<file path="config.mk">
export PLATFORM = sky130hd
export DESIGN_NAME = seg_readback_decoder
export DESIGN_NICKNAME = d
export VERILOG_FILES = /design/src/rtl/seg_readback_decoder.sv
export SDC_FILE = /design/constraint.sdc
export NUM_CORES = 1
export LEC_CHECK = 0
export ABC_AREA = 1
export BUFFER_PORTS_ARGS = -buffer_cell sky130_fd_sc_hd__buf_2
export CAP_MARGIN = 20
export CORE_MARGIN = 1.5
export CORE_UTILIZATION = 47
export DETAILED_ROUTE_END_ITERATION = 10
export GPL_TIMING_DRIVEN = 0
export PLACE_DENSITY = 0.67
export REMOVE_ABC_BUFFERS = 1
export SETUP_SLACK_MARGIN = 0.5
export SYNTH_ARGS = -nofsm -noshare
export SYNTH_HDL_FRONTEND = slang
export SYNTH_SLANG_ARGS = --single-unit
export TNS_END_PERCENT = 1
</file>
<file path="constraint.sdc">
create_clock -name clk -period 3.49 [get_ports clk]
set_input_delay 0.349 -clock clk [delete_from_list [all_inputs] [get_ports clk]]
set_output_delay 0.349 -clock clk [all_outputs]
set_load 0.03 [all_outputs]
</file>
<file path="src/rtl/seg_readback_decoder.sv">
// seg_readback_decoder: snapshots DIGITS active-low 7-seg patterns and rebuilds the packed hex value, one digit per clock.
//   clk     system clock
//   resetn  synchronous active-low reset
//   start   begin a readback (IDLE only)
//   seg_in  digit k at [7k+6:7k], bit 6 = seg g, active-low
//   ack     consumer accepts result (DONE only)
//   value   decoded nibbles, digit k at [4k+3:4k]
//   valid   result held until ack
//   error   some digit held an illegal pattern
//   err_idx lowest illegal digit index
//   busy    high in DECODE and DONE
module seg_readback_decoder #(
    parameter int DIGITS   = 6,
    parameter bit BLANK_OK = 1'b0
) (
    input  logic                  clk,
    input  logic                  resetn,
    input  logic                  start,
    input  logic [7*DIGITS-1:0]   seg_in,
    input  logic                  ack,
    output logic [4*DIGITS-1:0]   value,
    output logic                  valid,
    output logic                  error,
    output logic [2:0]            err_idx,
    output logic                  busy
);
    typedef enum logic [1:0] {IDLE, DECODE, DONE} state_t;

    state_t                state, state_n;
    logic [7*DIGITS-1:0]   snap;
    logic [2:0]            idx;
    logic [4:0]            d;
    logic                  last;

    // {illegal, nibble}
    function automatic logic [4:0] dec(input logic [6:0] p);
        case (p)
            7'h40: dec = 5'h00;
            7'h79: dec = 5'h01;
            7'h24: dec = 5'h02;
            7'h30: dec = 5'h03;
            7'h19: dec = 5'h04;
            7'h12: dec = 5'h05;
            7'h02: dec = 5'h06;
            7'h78: dec = 5'h07;
            7'h00: dec = 5'h08;
            7'h18: dec = 5'h09;
            7'h08: dec = 5'h0A;
            7'h03: dec = 5'h0B;
            7'h46: dec = 5'h0C;
            7'h21: dec = 5'h0D;
            7'h06: dec = 5'h0E;
            7'h0E: dec = 5'h0F;
            7'h7F: dec = BLANK_OK ? 5'h00 : 5'h10;
            default: dec = 5'h10;
        endcase
    endfunction

    assign d     = dec(snap[7*int'(idx) +: 7]);
    assign last  = idx == 3'(DIGITS-1);
    assign valid = state == DONE;
    assign busy  = state != IDLE;

    always_comb begin
        state_n = (state == IDLE   && start) ? DECODE :
                  (state == DECODE && last)  ? DONE   :
                  (state == DONE   && ack)   ? IDLE   : state;
    end

    always_ff @(posedge clk) begin
        if (!resetn) begin
            state   <= IDLE;
            snap    <= '0;
            idx     <= '0;
            value   <= '0;
            error   <= 1'b0;
            err_idx <= '0;
        end else begin
            state <= state_n;
            if (state == IDLE && start) begin
                snap    <= seg_in;
                idx     <= '0;
                value   <= '0;
                error   <= 1'b0;
                err_idx <= '0;
            end else if (state == DECODE) begin
                value[4*int'(idx) +: 4] <= d[3:0];
                // first illegal digit wins
                if (d[4] && !error)
                    err_idx <= idx;
                error <= error | d[4];
                idx   <= idx + 3'd1;
            end
        end
    end
endmodule
</file>
==> results.md <==
* Outcome: complete, no violations
* Maximum root-to-sink buffer count at 2
* Remaining DRCs at 0
* All-layer global routing usage at 21.4%
* Area growth, synth to finish at 16.9%
* Logic pwr share at 21.2%
* Hold_sp: seg_in[35]
* Area contributors post-synth: dfxtp_1 (39%), nand2_1 (11%), nor2_1 (9.0%), o21ai_0 (7.3%), a21oi_1 (6.8%)
* Most frequent cell after synthesis: nand2_1
* Synth Instances at 578
* Number of CTS-inserted buffers at 9
* Clock Tree Root: clkbuf_8
* Main synth FF type: dfxtp_1
* Chip height at 94.1 um
* Final Slew Violations at 0
* Post-synth EDFFs at 0
* Setup TNS at 0 ns
* H-tree depth at 3
* Post-synth ARST share at 0%
* DP HPWL at 6380 um
* Largest net degree at the start of global routing at 60
* Antenna viol nets, final at 0
* Worst-margin pin slew at 1.07 ns
* DRT iter0 DRCs at 199
* Net Sw Frac at 30.2%
* Die ar. at 8850 um2
* RSZ-0062 raised after global routing: yes
* Count of cell types in the netlist at 32
* Period Utilization, post-route at 83.1%
* Grt total ovfl at 0
* I/O pin total at 76
* Pwr dens at 484 nW/um2
* Leak Pwr at 0.00216 uW
* Layout cells sized above 1 at 22.1%
* Max-capacitance violation count at 0
* DIE WIDTH at 94.1 um
* Clock skew at 0.0103 ns
* Slew HR at 27.8%
* R2r worst-path depth at 6
* Nets at 694
* Min cycle time layout at 2.90 ns
* Pint at 1540 uW
* Syn avg cell area at 6.75 um2
* WP data required at 3.76 ns
* Fmax at 345 MHz
* Yosys warning count at 0
* Final hold vios at 0
* IO buf count at 75
* Routed len/inst at 11.7 um
* Vias at 3701
* Hold Path Sink: snap[35]
* Pre-Repair DR Iteration Count at 5
* # setup viols final at 0
* # clock sinks at 75
* Worst hold path depth at 3
* Synth top area share at 38.5%
* Crit path DAT at 3.17 ns
* NetSw at 665 uW
* Critical Path End Type: register
* VDD IR max at 0.000224 V
* Worst-Skew Late Latency at 0.35 ns
* Worst reg2reg path startpoint: idx[1]
* Initial antenna violation count at 0
* Post-Route WL at 8800 um
* GPL Wtd Cong at 0.939
* CP Class: register to register
* Number of synthesized register bits at 75
* Total core area at 8130 um2
* Sequential-to-total area share from yosys stat at 38.5%
* Post-synth top cells: nand2_1 (117), nor2_1 (93), dfxtp_1 (75)
* CTS tree: yes
* Placed cells at 736
* R2R Setup Slk at 0.59 ns
* Hold Crit Class: input pin to register
* Starting density of the core at 47.9%
* Mapped Area at 3900 um2
* Worst-path clk slew at 0.08 ns
* Final non-filler cell total at 752
* Seq pwr share at 42.4%
* Antenna cells at 0
* Crit start category: register
* Site Rows at 33
* Reg2reg end: value[20]
* Clk network pwr share at 36.4%
* Vias in the first global route at 3284
* Post-CTS Hold Buffers at 0
* Post-synth top area cell: dfxtp_1
* CP max FO at 12
* Vias per cell at 4.92
* First-pass GRT wire length at 15000 um
## state kept, by name, indices dropped and copies added (netlist names)
name	flops
err_idx	3
state	2
snap	42
idx	3
value	24
error	1
## logic make-up (layout without fill, tap and decap cells)
kind of cell               count (synthesis)  in the layout  synth area share [%]
and+or+nand+nor                          286            286                  32.9
adders and majority gates                  6              6                  1.93
DFF                                       75             75                  38.5
AOI/OAI and AO/OA                        121            121                  16.4
buffers and inverters                     90            159                  10.3
## critical path: stages, from the launching register on
cell	delay (ns)
dfxtp_1	0.68
inv_2	0.28
ha_1	0.27
ha_1	0.30
nor4_1	0.93
o21ai_0	0.18
a21oi_1	0.19
## repair_timing
item / 4_1_cts / 5_1_grt
setup endpoints to repair: 19 / 27
resized for setup: 1 / 1
gates cloned: 0 / 0
setup buffers: 0 / 0
## worst max-delay path by stage
stage              from  slack (ns)  cells past startpoint         to
3_3_place_gp      start       -1.05                      8   value[3]
4_1_cts        state[0]        0.63                      9   value[2]
6_report         idx[1]        0.59                      6  value[20]
5_1_grt          idx[1]        0.33                      6  value[20]
3_5_place_dp      start        0.25                      9   value[2]
2_1_floorplan  state[0]        0.31                      8   value[0]
## metal layers
metal	up-vias	wire length, um	global-route usage [%]
li1	1967	-	-
met1	1645	4260	28.8
met2	79	4040	34.7
met3	10	380	3.40
met4	0	116	7.84
met5	-	0	0
## area by class of cell
cell class                      instances  area (um2)
Clock inverter                          6         113
Tap cell                              105         131
Timing Repair Buffer                   77         423
Inverter                               66         259
Sequential cell                        75        1500
Fill cell                             787        3580
Multi-Input combinational cell        413        2000
Clock buffer                           10         128
## power groups by stage
stage / Clock (uW) / Combinational, uW / Sequential, uW
final: 803 / 467 / 934
after global routing: 865 / 533 / 941
after floorplan: 0 / 322 / 966
after global placement: 0 / 444 / 956
after detailed placement: 0 / 464 / 955
after CTS: 822 / 468 / 934
## through the flow
step                setup slack (ns)  hold slack [ns]  cell area, um2  power (uW)  util [%]
floorplan                      0.310            0.429            3750        1290         -
global placement               -1.05            0.440            4260        1400      52.4
detailed placement             0.249            0.446            4310        1420      53.0
CTS                            0.633            0.252            4550        2220      56.0
global route                   0.335            0.265            4560        2340      56.0
finish                         0.589            0.258            4560        2200      56.0
## placed cells by master, fill, tap and decap left out, types with 2 or more instances in the layout
| cell | instances |
|---|---|
| nor2_2 | 11 |
| nand3_2 | 2 |
| bufinv_16 | 3 |
| nor4_1 | 2 |
| nor3_1 | 2 |
| nand2_2 | 16 |
| nor2_4 | 3 |
| a21oi_1 | 53 |
| nand4_1 | 5 |
| ha_1 | 6 |
| nor2_1 | 92 |
| or2_1 | 3 |
| inv_1 | 59 |
| o21ai_1 | 3 |
| nand2_1 | 116 |
| nand3_1 | 27 |
| buf_2 | 75 |
| inv_2 | 5 |
| clkbuf_8 | 9 |
| a21oi_2 | 5 |
| dfxtp_1 | 75 |
| nor3_2 | 4 |
| o21ai_0 | 57 |
Power figures use the tool's default switching activity.
